`config.mk`:
```
export PLATFORM = sky130hd
export DESIGN_NAME = vout_pixel_reader
export DESIGN_NICKNAME = d
export VERILOG_FILES = /design/src/rtl/vout_pkg.sv /design/src/rtl/vout_timing_cnt.sv /design/src/rtl/vout_pixel_reader.sv
export SDC_FILE = /design/constraint.sdc
export NUM_CORES = 1
export LEC_CHECK = 0
export BUFFER_PORTS_ARGS = -buffer_cell sky130_fd_sc_hd__buf_2
export CAP_MARGIN = 5
export CORE_MARGIN = 2
export CORE_UTILIZATION = 40
export DETAILED_ROUTE_END_ITERATION = 10
export PLACE_DENSITY_LB_ADDON = 0.2
export SYNTH_ARGS = -nofsm -noshare
export SYNTH_HDL_FRONTEND = slang
export SYNTH_HIERARCHICAL = 1
export SYNTH_SLANG_ARGS = --single-unit
```
`constraint.sdc`:
```
create_clock -name clk_r -period 1.6 [get_ports clk_r]
set_clock_uncertainty 0.2 [all_clocks]
set_input_delay 0.24 -clock clk_r [delete_from_list [all_inputs] [get_ports clk_r]]
set_output_delay 0.24 -clock clk_r [all_outputs]
set_load 0.02 [all_outputs]
```
`src/rtl/vout_pkg.sv`:
```
// -----------------------------------------------------------------------------
// vout_pkg
// Shared definitions for the video-out pixel reader:
//   - vout_state_e : reader FSM states (IDLE / ARMED / RUN)
//   - DEF_*        : default pixel width and raster timing (clocks / lines)
//   - cnt_w()      : width of a counter that must hold 0..total-1
// -----------------------------------------------------------------------------
package vout_pkg;

  typedef enum logic [1:0] {
    ST_IDLE  = 2'd0,
    ST_ARMED = 2'd1,
    ST_RUN   = 2'd2
  } vout_state_e;

  localparam int DEF_WIDTH    = 8;

  localparam int DEF_H_ACTIVE = 8;
  localparam int DEF_H_FP     = 2;
  localparam int DEF_H_SYNC   = 2;
  localparam int DEF_H_BP     = 2;

  localparam int DEF_V_ACTIVE = 4;
  localparam int DEF_V_FP     = 1;
  localparam int DEF_V_SYNC   = 1;
  localparam int DEF_V_BP     = 1;

  // A counter that wraps at 'total' needs at least one bit even for total=1.
  function automatic int cnt_w(input int total);
    return (total > 1) ? $clog2(total) : 1;
  endfunction

endpackage

```
`src/rtl/vout_timing_cnt.sv`:
```
// -----------------------------------------------------------------------------
// vout_timing_cnt
// Free-running raster counters and window decode. hcnt runs 0..H_TOTAL-1,
// vcnt advances on each hcnt wrap and runs 0..V_TOTAL-1. Both run from reset
// regardless of whether the reader is streaming.
// Ports:
//   i_clk        : pixel clock
//   i_rst_n      : asynchronous active-low reset (counters to 0)
//   o_active     : hcnt < H_ACTIVE and vcnt < V_ACTIVE
//   o_hs_win     : hcnt inside the horizontal sync window
//   o_vs_win     : vcnt inside the vertical sync window
//   o_frame_last : last clock of the frame (both counters at their maximum)
// -----------------------------------------------------------------------------
module vout_timing_cnt
  import vout_pkg::*;
#(
  parameter int H_ACTIVE = DEF_H_ACTIVE,
  parameter int H_FP     = DEF_H_FP,
  parameter int H_SYNC   = DEF_H_SYNC,
  parameter int H_BP     = DEF_H_BP,
  parameter int V_ACTIVE = DEF_V_ACTIVE,
  parameter int V_FP     = DEF_V_FP,
  parameter int V_SYNC   = DEF_V_SYNC,
  parameter int V_BP     = DEF_V_BP
) (
  input  logic i_clk,
  input  logic i_rst_n,
  output logic o_active,
  output logic o_hs_win,
  output logic o_vs_win,
  output logic o_frame_last
);

  localparam int H_TOTAL = H_ACTIVE + H_FP + H_SYNC + H_BP;
  localparam int V_TOTAL = V_ACTIVE + V_FP + V_SYNC + V_BP;
  localparam int HW      = cnt_w(H_TOTAL);
  localparam int VW      = cnt_w(V_TOTAL);

  localparam logic [HW-1:0] H_LAST   = HW'(H_TOTAL - 1);
  localparam logic [HW-1:0] H_ACT_C  = HW'(H_ACTIVE);
  localparam logic [HW-1:0] HS_FIRST = HW'(H_ACTIVE + H_FP);
  localparam logic [HW-1:0] HS_LAST  = HW'(H_ACTIVE + H_FP + H_SYNC - 1);

  localparam logic [VW-1:0] V_LAST   = VW'(V_TOTAL - 1);
  localparam logic [VW-1:0] V_ACT_C  = VW'(V_ACTIVE);
  localparam logic [VW-1:0] VS_FIRST = VW'(V_ACTIVE + V_FP);
  localparam logic [VW-1:0] VS_LAST  = VW'(V_ACTIVE + V_FP + V_SYNC - 1);

  logic [HW-1:0] r_hcnt;
  logic [VW-1:0] r_vcnt;
  logic          w_h_last;
  logic          w_v_last;

  assign w_h_last = (r_hcnt == H_LAST);
  assign w_v_last = (r_vcnt == V_LAST);

  always_ff @(posedge i_clk or negedge i_rst_n) begin
    if (!i_rst_n) begin
      r_hcnt <= '0;
      r_vcnt <= '0;
    end else if (w_h_last) begin
      r_hcnt <= '0;
      r_vcnt <= w_v_last ? '0 : r_vcnt + 1'b1;
    end else begin
      r_hcnt <= r_hcnt + 1'b1;
    end
  end

  assign o_active     = (r_hcnt < H_ACT_C) && (r_vcnt < V_ACT_C);
  assign o_hs_win     = (r_hcnt >= HS_FIRST) && (r_hcnt <= HS_LAST);
  assign o_vs_win     = (r_vcnt >= VS_FIRST) && (r_vcnt <= VS_LAST);
  assign o_frame_last = w_h_last && w_v_last;

endmodule

```
`src/rtl/vout_pixel_reader.sv`:
```
// -----------------------------------------------------------------------------
// vout_pixel_reader
// Read side of a video-out path: pops pixels from an async FIFO during the
// active region of a free-running raster and emits hsync/vsync/de/pixel with
// a fixed 2-clock latency from the counter decode.
// Streaming starts only on a frame boundary (IDLE -> ARMED -> RUN) and stops
// only on a frame boundary, so a frame is never emitted partially.
// Ports:
//   clk_r      : pixel clock (only clock)
//   rst_n_r    : asynchronous active-low reset
//   enable     : start/stop request
//   clr_err    : clears the sticky underflow flag
//   empty      : FIFO empty
//   data_r     : FIFO read data, valid the cycle after a pop
//   en_r       : FIFO pop request (combinational, never asserted when empty)
//   hsync      : horizontal sync, SYNC_ACT polarity
//   vsync      : vertical sync, SYNC_ACT polarity
//   de         : data enable (active region, in every state)
//   pixel      : popped data, UNDERFLOW_PIXEL on a miss, 0 otherwise
//   underflow  : sticky flag, set after a miss reaches the output stage
//   running    : high while in RUN
// -----------------------------------------------------------------------------
module vout_pixel_reader
  import vout_pkg::*;
#(
  parameter int               WIDTH           = DEF_WIDTH,
  parameter int               H_ACTIVE        = DEF_H_ACTIVE,
  parameter int               H_FP            = DEF_H_FP,
  parameter int               H_SYNC          = DEF_H_SYNC,
  parameter int               H_BP            = DEF_H_BP,
  parameter int               V_ACTIVE        = DEF_V_ACTIVE,
  parameter int               V_FP            = DEF_V_FP,
  parameter int               V_SYNC          = DEF_V_SYNC,
  parameter int               V_BP            = DEF_V_BP,
  parameter logic             SYNC_ACT        = 1'b1,
  parameter logic [WIDTH-1:0] UNDERFLOW_PIXEL = '1
) (
  input  logic             clk_r,
  input  logic             rst_n_r,
  input  logic             enable,
  input  logic             clr_err,
  input  logic             empty,
  input  logic [WIDTH-1:0] data_r,
  output logic             en_r,
  output logic             hsync,
  output logic             vsync,
  output logic             de,
  output logic [WIDTH-1:0] pixel,
  output logic             underflow,
  output logic             running
);

  // Pixel select for the output stage: a pop wins over a miss (they are
  // mutually exclusive by construction), anything else drives black.
  function automatic logic [WIDTH-1:0] sel_pixel(input logic             pop,
                                                 input logic             miss,
                                                 input logic [WIDTH-1:0] d);
    if (pop)       return d;
    else if (miss) return UNDERFLOW_PIXEL;
    else           return '0;
  endfunction

  vout_state_e      r_state;
  vout_state_e      w_state_nxt;

  logic             w_active;
  logic             w_hs_win;
  logic             w_vs_win;
  logic             w_frame_last;
  logic             w_run;
  logic             w_pop;
  logic             w_miss;

  logic             r_hs_p1;
  logic             r_vs_p1;
  logic             r_de_p1;
  logic             r_pop_p1;
  logic             r_miss_p1;

  logic             r_hsync_p2;
  logic             r_vsync_p2;
  logic             r_de_p2;
  logic [WIDTH-1:0] r_pixel_p2;
  logic             r_miss_p2;
  logic             r_underflow;

  vout_timing_cnt #(
    .H_ACTIVE (H_ACTIVE),
    .H_FP     (H_FP),
    .H_SYNC   (H_SYNC),
    .H_BP     (H_BP),
    .V_ACTIVE (V_ACTIVE),
    .V_FP     (V_FP),
    .V_SYNC   (V_SYNC),
    .V_BP     (V_BP)
  ) u_timing (
    .i_clk        (clk_r),
    .i_rst_n      (rst_n_r),
    .o_active     (w_active),
    .o_hs_win     (w_hs_win),
    .o_vs_win     (w_vs_win),
    .o_frame_last (w_frame_last)
  );

  // ---------------------------------------------------------------------------
  // Reader FSM
  // ---------------------------------------------------------------------------
  always_ff @(posedge clk_r or negedge rst_n_r) begin
    if (!rst_n_r) r_state <= ST_IDLE;
    else          r_state <= w_state_nxt;
  end

  // ARMED waits for the last clock of a frame so RUN always begins at
  // hcnt=0/vcnt=0; RUN keeps going until the frame ends even if enable drops.
  always_comb begin
    w_state_nxt = r_state;
    unique case (r_state)
      ST_IDLE: begin
        if (enable && !empty) w_state_nxt = ST_ARMED;
      end
      ST_ARMED: begin
        if (!enable)           w_state_nxt = ST_IDLE;
        else if (w_frame_last) w_state_nxt = ST_RUN;
      end
      ST_RUN: begin
        if (w_frame_last && !enable) w_state_nxt = ST_IDLE;
      end
      default: w_state_nxt = ST_IDLE;
    endcase
  end

  assign w_run   = (r_state == ST_RUN);
  assign running = w_run;

  // Pop and miss are decoded in the same cycle as the counters; the FIFO
  // answers with data_r one clock later, lining up with stage 1.
  assign w_pop  = w_run && w_active && !empty;
  assign w_miss = w_run && w_active &&  empty;
  assign en_r   = w_pop;

  // ---------------------------------------------------------------------------
  // Stage 1: registered decode, pop/miss tags (data_r valid here)
  // ---------------------------------------------------------------------------
  always_ff @(posedge clk_r or negedge rst_n_r) begin
    if (!rst_n_r) begin
      r_hs_p1   <= 1'b0;
      r_vs_p1   <= 1'b0;
      r_de_p1   <= 1'b0;
      r_pop_p1  <= 1'b0;
      r_miss_p1 <= 1'b0;
    end else begin
      r_hs_p1   <= w_hs_win;
      r_vs_p1   <= w_vs_win;
      r_de_p1   <= w_active;
      r_pop_p1  <= w_pop;
      r_miss_p1 <= w_miss;
    end
  end

  // ---------------------------------------------------------------------------
  // Stage 2: output registers
  // ---------------------------------------------------------------------------
  always_ff @(posedge clk_r or negedge rst_n_r) begin
    if (!rst_n_r) begin
      r_hsync_p2 <= ~SYNC_ACT;
      r_vsync_p2 <= ~SYNC_ACT;
      r_de_p2    <= 1'b0;
      r_pixel_p2 <= '0;
      r_miss_p2  <= 1'b0;
    end else begin
      r_hsync_p2 <= r_hs_p1 ? SYNC_ACT : ~SYNC_ACT;
      r_vsync_p2 <= r_vs_p1 ? SYNC_ACT : ~SYNC_ACT;
      r_de_p2    <= r_de_p1;
      r_pixel_p2 <= sel_pixel(r_pop_p1, r_miss_p1, data_r);
      r_miss_p2  <= r_miss_p1;
    end
  end

  // Sticky error: a miss that has reached the output sets it one clock later;
  // the set term takes priority so a clear can never hide a fresh miss.
  always_ff @(posedge clk_r or negedge rst_n_r) begin
    if (!rst_n_r)       r_underflow <= 1'b0;
    else if (r_miss_p2) r_underflow <= 1'b1;
    else if (clr_err)   r_underflow <= 1'b0;
  end

  assign hsync     = r_hsync_p2;
  assign vsync     = r_vsync_p2;
  assign de        = r_de_p2;
  assign pixel     = r_pixel_p2;
  assign underflow = r_underflow;

endmodule

```
# ---- After elaboration in Yosys (flattened, before gate mapping)
# Index checks and enable logic that the tools add are counted.
dict set report word_totals {
  ff_bits 27
  latchBits 0
  ramBits 0
  romBits 0
  output_inout_bits 14
  wordCells 56
  n_memories 0
}
dict set report classes {
  add_sub_neg 2
  mul 0
  div 0
  magnitude_cmp 6
  n_eq_ne 7
  shifts 0
  mux 13
  n_bitwise 0
  reduce_logical 14
}
# operator n
set ops {}
lappend ops {{two-way mux 8 bit} 2}
lappend ops {{logical AND 1 bit} 9}
lappend ops {{two-way mux 2 bit} 4}
lappend ops {{one-hot mux 2 bit (3 select lines)} 1}
lappend ops {{adder 4 x 1 -> 4 bit (second input constant)} 1}
lappend ops {{equality test 4 bit (second input constant)} 1}
lappend ops {{greater-or-equal comparator 4 bit (second input constant)} 1}
lappend ops {{less-or-equal comparator 4 bit (second input constant)} 1}
lappend ops {{less-than comparator 4 bit (second input constant)} 1}
lappend ops {{two-way mux 1 bit} 4}
lappend ops {{two-way mux 4 bit} 1}
lappend ops {{adder 3 x 1 -> 3 bit (second input constant)} 1}
lappend ops {{equality test 3 bit (second input constant)} 1}
lappend ops {{greater-or-equal comparator 3 bit (second input constant)} 1}
lappend ops {{less-or-equal comparator 3 bit (second input constant)} 1}
lappend ops {{less-than comparator 3 bit (second input constant)} 1}
lappend ops {{two-way mux 3 bit} 1}
lappend ops {{!= test 3 bit (second input constant)} 1}
lappend ops {{AND reduction 3 bit} 1}
lappend ops {{equality test 2 x 1 -> 1 bit (second input constant)} 1}
lappend ops {{equality test 2 bit (second input constant)} 1}
lappend ops {{logical NOT 1 bit} 2}
lappend ops {{logical NOT 2 bit} 1}
lappend ops {{!= test 2 x 1 -> 1 bit (second input constant)} 1}
lappend ops {{other kinds (2)} 2}

# ---- Logic depth before layout (Yosys ltp)
# Gate-level depths: netlist of run 1.
dict set report depth {
  depth_word 5
  mapped_depth 5
  depth_no_buf 5
}

# ---- Modules after synthesis
# Netlist of run 1, hierarchy kept.
# mod n_inst cells_each area_each_um2 seq_area_each_um2
set by_module_without_submodules {}
lappend by_module_without_submodules {vout_pixel_reader 1 50 655.6 500.5}
lappend by_module_without_submodules {vout_timing_cnt 1 32 347.8 175.2}

# ---- Worst setup path before layout of run 1
# OpenSTA, ideal clock, no wires.
dict set report synth_path {
  kind {flip-flop to flip-flop}
  start {register u_timing.r_hcnt[1]}
  end {register r_state[1]}
  t_arrival_ns 1.317
  required_time_ns 1.276
  setup_slack_ns -0.041
  path_stages_with_launch 6
  n_path_buf 0
  period_less_slack_ns 1.641
  cell_sequence {dfrtp_1 > nand4b_4 > or2_4 > nor3b_2 > nor3b_1 > a211o_1}
}
dict set report synth_via {
  elab_chain_len 5
}
# element line_no
set synth_rtl {}
lappend synth_rtl {{start, declared} vout_timing_cnt.sv:49} ;# logic [HW-1:0] r_hcnt;
lappend synth_rtl {{start signal, assigned} vout_timing_cnt.sv:65} ;# r_hcnt <= r_hcnt + 1'b1;
lappend synth_rtl {{equality test 4 bit *} vout_timing_cnt.sv:54} ;# assign w_h_last = (r_hcnt == H_LAST);
lappend synth_rtl {{logical AND 1 bit *} vout_timing_cnt.sv:72} ;# assign o_frame_last = w_h_last && w_v_last;
lappend synth_rtl {{via w_frame_last} vout_pixel_reader.sv:69} ;# logic w_frame_last;
lappend synth_rtl {{logical AND 1 bit} vout_pixel_reader.sv:126} ;# if (w_frame_last && !enable) w_state_nxt = ST_IDLE;
lappend synth_rtl {{!= test 2 x 1 -> 1 bit (no line)} n/a}
lappend synth_rtl {{AND reduction 3 bit (no line) *} n/a}
lappend synth_rtl {{end signal, assigned} vout_pixel_reader.sv:110} ;# else r_state <= w_state_nxt;
lappend synth_rtl {{end, declared} vout_pixel_reader.sv:63} ;# vout_state_e r_state;
# Mark *: on every way through the listed nets, which the timed path passes. The rest lies on a longest branch.
# A chain may end at the register's enable or synchronous reset.

# ---- Final worst setup path of run 1
dict set report layout_path {
  start {register u_timing.r_hcnt[3]}
  end {output en_r}
}
dict set report layout_via {
  elab_chain_len 4
}
# element line_no
set layout_rtl {}
lappend layout_rtl {{less-than comparator 4 bit} vout_timing_cnt.sv:69} ;# assign o_active = (r_hcnt < H_ACT_C) && (r_vcnt < V_ACT_C);
lappend layout_rtl {{logical AND 1 bit} vout_timing_cnt.sv:69}
lappend layout_rtl {{via w_active} vout_pixel_reader.sv:66} ;# logic w_active;
lappend layout_rtl {{logical AND 1 bit (2 in series)} vout_pixel_reader.sv:137} ;# assign w_pop = w_run && w_active && !empty;
lappend layout_rtl {{end, declared} vout_pixel_reader.sv:44} ;# output logic en_r,
# The timed path passes the listed nets, and every way through them passes these cells.

==> impl_metrics.ini, run 1 <==
[min_path]
holdCritPathClass = input port to flip-flop
worstHoldEndpoint = r_state[0]
whs_path_depth = 3
hold_start = empty

[clocking]
htreeDepth = 1
root_buffer = clkbuf_4
clk_pin_slew_ns = 0.13
cts_buffer_depth = 2
cts_inserted_buffers = 3
clock_latency_ns = 0.30
cts_tree = yes
clock-sinks = 27

[layout]
synthToLayoutAreaGrowth_pct = 39.53
layout-drive-gt1-share_pct = 33.85
fin_nets = 144
fillers = 201
seqCellArea_um2 = 676.9
num_antenna_cells = 0
multi_input_area_um2 = 324.1

[global_route]
grt_usage_pct = 13.49
grt_antenna_before_repair = 0
grt_pass1_wl_mm = 2.766
grt_max_degree = 28
grt_pass1_vias = 701
grt_overflow = 0

[timing]
min_period_ns = 1.686
whs_ns = 0.03754
finalSetupViolCount = 2
drv_slew = 0
final_hold_viol_count = 0
relSlewSlack_pct = 61.90
worst_slack_ns = -0.08554
post-route-period-util_pct = 105.3
tightestPinTransition_ns = 0.5715
rsz0062_at_grt = yes
fmax_ghz = 0.5933

[placement]
io_buffers = 26
globalplace.congestion = 0.7302
dp_hpwl_mm = 1.158

[critical_path]
cp_data_arrival_time_ns = 1.25
rr_worst_depth = 6
critical_path_class = flip-flop to output pin
cp.required_ns = 1.16
r2r_slack_ns = -0.06
worst_setup_path_end_kind = output pin
cp-start-kind = flip-flop
path_max_fanout = 3
r2r_start = u_timing/r_hcnt[3]
r2r_end = r_state[1]

[routing]
drtPass1Iterations = 4
vias = 717
drtIter0Drc = 5
antenna_left = 0
vias_per_cell = 4.481
drc = 0
wl_per_cell_um = 10.68
wirelength_mm = 1.708

[synthesis]
synth_warnings = 6
syn_avg_cell_area_um2 = 12.24
synth_edf_count = 0
synthFlopType = dfrtp_1
async_reset_ff_share_pct = 100.0
synthCells = 82
ys_seq_area_share_pct = 67.33
yosys.cell_types.count = 25
syn_nets = 95
synth_seq_cells = 27
synthesis.area_um2 = 1003

[power_and_ir_drop]
p_leak_nw = 0.8156
total_power_mw = 1.018
ir_drop_mv = 0.5335
power.density_nw_per_um2 = 726.8

[floorplanning]
pin_count = 27
fp-row-count = 18
die-area_um2 = 2925
die_w_um = 54.09
dieHeight_um = 54.09
start_util_pct = 41.26
core_um2 = 2432

[run]
drv_cap = 0

[status]
run_status = finished with violations
failed_checks = negative setup slack
==> final cells by class <==
type	count	share of cell area [%]
well taps	30	2.681
multi-input cells	49	23.15
repair buffers	46	22.88
clock buffers	4	1.877
inverters	4	1.072
flip-flops and latches	27	48.35
==> sequential cells by signal, summed over array words and instances, names as in the netlist <==
register / flops
r_pop_p1: 1
r_miss_p2: 1
u_timing/r_hcnt: 4
pixel: 8
r_miss_p1: 1
r_state: 2
u_timing/r_vcnt: 3
r_vs_p1: 1
de: 1
hsync: 1
underflow: 1
r_hs_p1: 1
r_de_p1: 1
vsync: 1
==> metal layers <==
metal	up-vias	share of wire (%)	GRT usage, %
li1	368	-	-
met1	325	46	15.05
met2	22	46	23.98
met3	2	6.6	2.500
met4	0	0.88	7.500
met5	-	0	0
==> per-stage QoR <==
step	setup TNS, ns	worst slack, ns	cell area [um^2]	instances	util, %
floorplan	-0.02239	-0.02239	1003	82	-
global placement	0	0.02277	1199	141	49.28
detailed placement	-0.03319	-0.03319	1199	141	49.28
CTS	-0.1951	-0.1066	1389	160	57.10
global route	-0.3296	-0.1590	1400	160	57.56
finish	-0.1461	-0.08554	1400	160	57.56
==> kinds of logic (layout without fill, tap and decap cells) <==
logic type      after synthesis  in the layout  synth area share, %
compound gates               12             12                8.229
flops                        27             27                67.33
buf+inv                       6             54                2.493
mux                           1              1                1.122
simple gates                 36             36                20.82
==> repair_timing <==
item / CTS / global route
cloned: 0 / 0
resized for setup: 7 / 2
endpoints found under the setup margin: 3 / 4
hold buffers: 12 / 0
hold endpoints to repair: 39 / 0
setup buffers: 3 / 0
pin swaps: 1 / 0
==> worst max-delay path, stage by stage (launching register included) <==
cell and delay (ns):
dfrtp_1 0.42, buf_6 0.13, nor2_4 0.08, and3b_1 0.19
buf_6 0.12
==> power breakdown <==
group / total, mW / switching [mW] / internal, mW
Sequential: 0.686 / 0.00170 / 0.684
Clock: 0.274 / 0.177 / 0.0972
Combinational: 0.0576 / 0.0240 / 0.0336
Total: 1.02 / 0.203 / 0.815
==> worst max path at each step <==
stage                            start          to  slack, ns
CTS                 u_timing/r_hcnt[3]        en_r      -0.11
finish              u_timing/r_hcnt[3]        en_r      -0.09
floorplan           u_timing/r_hcnt[1]  r_state[1]      -0.02
global placement    u_timing/r_hcnt[1]  r_state[1]       0.02
detailed placement  u_timing/r_hcnt[1]  r_state[1]      -0.03
global route        u_timing/r_hcnt[3]        en_r      -0.16
==> layout by cell type, fill, tap and decap left out, types with 3 or more instances in the layout <==
cell type      synthesis  layout
inv_1                  4       4
dlygate4sd3_1          0      12
nand2_1               19      19
clkbuf_4               0       3
o21ai_0                3       3
buf_2                  2      25
buf_4                  0       7
dfrtp_1               27      26
a21o_1                 3       3
==> cell usage after synthesis (2+ instances only) <==
cell type,count,area [um^2]
and3_1,2,12.51
inv_1,4,15.01
a21o_1,3,22.52
nor2b_1,3,18.77
nand2b_1,2,12.51
nor2_1,2,7.510
o21ai_0,3,15.01
dfrtp_1,27,675.7
nand2_1,19,71.32
buf_2,2,10.01
No activity file was read; power rests on OpenSTA's default activity.
==> inputs of run 2 (changes only) <==
--- a/config.mk
+++ b/config.mk
@@ -11,7 +11,7 @@
 export CORE_UTILIZATION = 40
 export DETAILED_ROUTE_END_ITERATION = 10
 export PLACE_DENSITY_LB_ADDON = 0.2
+export SKIP_LAST_GASP = 1
 export SYNTH_ARGS = -nofsm -noshare
 export SYNTH_HDL_FRONTEND = slang
-export SYNTH_HIERARCHICAL = 1
 export SYNTH_SLANG_ARGS = --single-unit
==> constraint.sdc (replaced) <==
create_clock -name clk_r -period 1.6 [get_ports clk_r]
set_clock_uncertainty 0.2 [all_clocks]
set_input_delay 0.48 -clock clk_r [delete_from_list [all_inputs] [get_ports clk_r]]
set_output_delay 0.48 -clock clk_r [all_outputs]
set_load 0.02 [all_outputs]
==> impl_metrics.ini, run 2 <==
[timing]
post-route-period-util_pct = 119.6
worst_slack_ns = -0.3133
fmax_ghz = 0.5226
relSlewSlack_pct = 77.73
rsz0062_at_grt = yes
drv_slew = 0
final_hold_viol_count = 0
tightestPinTransition_ns = 0.3341
min_period_ns = 1.913
finalSetupViolCount = 2

[global_route]
grt_antenna_before_repair = 0
met2_usage_pct = 21.34
grtUsageMet1_pct = 17.00
grt_usage_pct = 13.40
grt_pass1_vias = 638
grt_pass1_wl_mm = 2.691
top_usage_layer = met2
grt_util_met3_pct = 2.500
grt_overflow = 0
grt_max_degree = 28

[min_path]
holdCritPathClass = input port to flip-flop

[synthesis]
synthAdderAreaFrac_pct = 0
yosys.cell_types.count = 23
synth_warnings = 0
synthFlopType = dfrtp_1
synth_compound_area_share_pct = 8.794
ys_seq_area_share_pct = 67.84
synth_xor_xnor_area_share_pct = 0
synthMuxAreaShare_pct = 1.131
synth_seq_cells = 27
synth_top_family_by_area = simple AND/OR/NAND/NOR gates
syn_nets = 97
synth_edf_count = 0
async_reset_ff_share_pct = 100.0
syn_avg_cell_area_um2 = 11.86
synth.top_cell.area_share_pct = 67.84
synthTopCellsByArea = dfrtp_1 (68%), nand2_1 (7.2%), nand2b_1 (3.1%)
synthMostInstantiatedCell = dfrtp_1
synth_top_cell_by_area = dfrtp_1
synthSimpleGateAreaFrac_pct = 19.85
yosys-top-cells-count = dfrtp_1 (27), nand2_1 (19), nand2b_1 (5), o21ai_0 (5), inv_1 (4)
synthCells = 84
synthesis.area_um2 = 996.0

[routing]
drtIter0Drc = 6
antenna_left = 0
vias = 706
wl_per_cell_um = 11.22
drc = 0
wirelength_mm = 1.660
drtPass1Iterations = 4
vias_per_cell = 4.770

[critical_path]
worst_setup_path_end_kind = output pin
critical_path_class = flip-flop to output pin
cp_data_arrival_time_ns = 1.23
cp-start-kind = flip-flop
cp.required_ns = 0.92
path_max_fanout = 2

[layout]
fin_nets = 132
fin_area_um2 = 1272
stdcell_count = 148
largest_reg_flops = 8
synthToLayoutAreaGrowth_pct = 27.76
num_antenna_cells = 0
layout-drive-gt1-share_pct = 33.90
final_cell_mix = dfrtp_1 (27), buf_2 (22), nand2_1 (19), buf_4 (6), o21ai_0 (5)
layout_commonest_cell = dfrtp_1

[power_and_ir_drop]
ir_drop_mv = 0.5344
p_leak_nw = 0.7223
power.density_nw_per_um2 = 796.0
total_power_mw = 1.013

[run]
drv_cap = 0

[floorplanning]
die_w_um = 53.90
dieHeight_um = 53.90
core_um2 = 2410
fp-row-count = 18
die-area_um2 = 2905
pin_count = 27
start_util_pct = 41.33

[clocking]
cts_tree = yes
clock_latency_ns = 0.31
cts_inserted_buffers = 3
clock-sinks = 27
cts_buffer_depth = 2
root_buffer = clkbuf_4
htreeDepth = 1
clk_pin_slew_ns = 0.14

[placement]
dp_slack_ns = -0.1635
place_area_um2 = 1207
dp.cells = 143
globalplace.congestion = 0.6336
dp_hpwl_mm = 1.214
io_buffers = 26

[status]
run_status = finished with violations
failed_checks = negative setup slack
[run 2: stage by stage]
stage | util [%] | hold WS (ns) | TNS [ns]
after global placement | 50.10 | 0.1322 | -0.1322
after floorplan | - | -0.01559 | 0
after detailed placement | 50.10 | 0.1358 | -0.1635
after CTS | 52.28 | 0.1378 | -0.4799
final | 52.80 | 0.1470 | -0.4396
after global routing | 52.80 | 0.1291 | -0.5706
[run 2: worst max-delay path, cell delays in order (launching register included)]
cell,delay [ns]
dfrtp_1,0.44
nor4_4,0.30
buf_4,0.19
[run 2: timing repair]
| action | CTS | global route |
|---|---|---|
| buffers inserted | 0 | 0 |
| endpoints found under the hold margin | 27 | 0 |
| resized for setup | 6 | 4 |
| endpoints found under the setup margin | 2 | 4 |
| gates cloned | 0 | 0 |
| hold buffers | 1 | 0 |
[run 2: area by class of cell]
cell class	count	area (um^2)
Clock buffer	4	26.28
Inverter	4	15.01
Tap cell	30	37.54
Multi-Input combinational cell	51	319.1
Timing Repair Buffer	32	198.9
Fill cell	231	1137
Sequential cell	27	675.6
[run 2: final timing paths]
kind,to,slack (ns),startpoint,depth (start not counted)
max in group asynchronous,r_state[1],0.48,rst_n_r,3
setup reg to reg,r_state[1],0.23,u_timing.r_hcnt[3],4
min in group asynchronous,hsync,0.47,rst_n_r,3
hold / removal,r_pop_p1,0.15,empty,2
setup / recovery,en_r,-0.31,u_timing.r_vcnt[2],2
hold reg to reg,hsync,0.16,r_hs_p1,0
[run 2: cells by family after synthesis]
kind of cell,Yosys count
AOI/OAI and AO/OA,13
buffers and inverters,6
DFF,27
muxes,1
and+or+nand+nor,37
[run 2: report_power, final]
group / switching (mW) / total [mW] / internal (mW)
sequential: 0.000795 / 0.685 / 0.684
combinational: 0.0224 / 0.0440 / 0.0216
clock: 0.187 / 0.284 / 0.0973
[run 2: metal layers]
layer  vias to the layer above  wire [um]
li1                        348          -
met1                       336        744
met2                        20        797
met3                         2        109
met4                         0          9
met5                         -          0
==> inputs of run 3 (changes only) <==
--- a/config.mk
+++ b/config.mk
@@ -8,7 +8,7 @@
 export BUFFER_PORTS_ARGS = -buffer_cell sky130_fd_sc_hd__buf_2
 export CAP_MARGIN = 5
 export CORE_MARGIN = 2
-export CORE_UTILIZATION = 40
+export CORE_UTILIZATION = 30
 export DETAILED_ROUTE_END_ITERATION = 10
 export PLACE_DENSITY_LB_ADDON = 0.2
 export SKIP_LAST_GASP = 1
==> impl_metrics.ini, run 3 (synthesis gave the netlist of run 2 again) <==
[global_route]
grt_antenna_before_repair = 0
grt_overflow = 0
grt_usage_pct = 10.39
grt_pass1_vias = 700
grt_max_degree = 28
grt_pass1_wl_mm = 2.911

[critical_path]
path_depth = 2
critical_path_class = flip-flop to output pin
cp_top_family = flip-flops
crit_buf_inv = 1
r2r_slack_ns = 0.23
rr_worst_depth = 4
crit_end = en_r
r2r_end = r_state[1]
critPathSlowestCell = dfrtp_1
cp-start-kind = flip-flop
path_max_fanout = 2
cp_data_arrival_time_ns = 1.22
cp.required_ns = 0.92
r2r_start = u_timing.r_hcnt[3]
worst_setup_path_end_kind = output pin
cp-startpoint = u_timing.r_vcnt[2]
path_cells = nor4_4 -> buf_4
max_stage_delay_ns = 0.43

[timing]
finalSetupViolCount = 2
rsz0062_at_grt = yes
tightestPinTransition_ns = 0.3296
min_period_ns = 1.902
fmax_ghz = 0.5256
post-route-period-util_pct = 118.9
final_hold_viol_count = 0
whs_ns = 0.1505
worst_slack_ns = -0.3024
drv_slew = 0
finalSetupTns_ns = -0.5507
relSlewSlack_pct = 78.03

[routing]
vias_per_cell = 4.345
drc = 0
drtIter0Drc = 30
antenna_left = 0
wirelength_mm = 1.764
vias = 717
wl_per_cell_um = 10.69
drtPass1Iterations = 2

[power_and_ir_drop]
internal_power_uw = 803.5
p_comb_share_pct = 4.5
p_clk_share_pct = 28.8
p_leak_nw = 0.7375
ir_drop_mv = 0.6086
power.density_nw_per_um2 = 770.3
p_sw_share_pct = 21.87
power.switching_uw = 224.8
p_seq_share_pct = 66.6

[layout]
fillers = 330
layout_commonest_cell = dfrtp_1
fin_nets = 135
synthToLayoutAreaGrowth_pct = 34.05
largest_reg_flops = 8
final_cell_mix = dfrtp_1 (27), nand2_1 (19), buf_2 (19), buf_4 (9), buf_6 (6)
fin_area_um2 = 1335
num_antenna_cells = 0
layout-drive-gt1-share_pct = 36.36

[placement]
dp_slack_ns = -0.1464
io_buffers = 26
dp_hpwl_mm = 1.281
place_area_um2 = 1232
globalplace.congestion = 0.6533

[clocking]
clk_pin_slew_ns = 0.15
htreeDepth = 1
root_buffer = clkbuf_4
cts_tree = yes
clock_latency_ns = 0.32
cts_buffer_depth = 2
cts_inserted_buffers = 3
clock-sinks = 27

[run]
drv_cap = 0

[floorplanning]
die_w_um = 61.62
pin_count = 27
die-area_um2 = 3797
fp-row-count = 20
start_util_pct = 32.10
core_um2 = 3103
dieHeight_um = 61.62

[min_path]
holdCritPathClass = input port to flip-flop
hold_start = data_r[1]
whs_path_depth = 3

[status]
failed_checks = negative setup slack
run_status = finished with violations
==> run 3: final cells by class <==
| class | instances | area, um^2 | share of cell area, % |
|---|---|---|---|
| clock buffer | 3 | 22.52 | 1.687 |
| sequential | 27 | 675.6 | 50.61 |
| tap | 44 | 55.05 | 4.124 |
| inverter | 4 | 15.01 | 1.125 |
| timing repair buffer | 35 | 240.2 | 17.99 |
| clock inverter | 1 | 7.507 | 0.5623 |
| multi-input combinational | 51 | 319.1 | 23.90 |
==> run 3: worst min-delay path, stage by stage <==
cell	delay, ns
buf_2	0.08
nand2_1	0.04
nand2_1	0.05
==> run 3: how the worst min path moves through the flow <==
stage                     slack (ns)       end
after floorplan                -0.02        de
after global placement          0.13        de
after detailed placement        0.14     vsync
after CTS                       0.14  pixel[3]
after global routing            0.13  pixel[2]
final                           0.15  pixel[1]
==> run 3: per-stage QoR <==
step	std cells	power [mW]	util, %
finish	165	1.028	43.02
global route	165	1.081	43.02
CTS	163	1.051	41.53
detailed placement	158	0.7401	39.72
global placement	158	0.7394	39.72
floorplan	84	0.7034	-
==> run 3: what timing repair did <==
action | 4_1_cts | 5_1_grt
cloned | 0 | 0
endpoints found under the hold margin | 27 | 0
resized for setup | 6 | 10
setup endpoints to repair | 2 | 7
hold buffers | 1 | 0
setup buffers | 0 | 2
==> run 3: per-layer routing <==
layer	global-route usage, %	vias to the layer above	share of wire, %
met5	0	-	0
met4	1.824	0	0.74
met3	3.782	2	6.7
met2	18.95	22	50
met1	11.71	341	42
li1	-	352	-
==> run 3: power by group through the flow <==
stage                     clock network [mW]  registers, mW  logic (mW)
after floorplan                            0          0.698     0.00512
after global placement                     0          0.698      0.0417
after detailed placement                   0          0.698      0.0423
after CTS                              0.320          0.685      0.0457
after global routing                   0.342          0.686      0.0533
final                                  0.296          0.685      0.0467
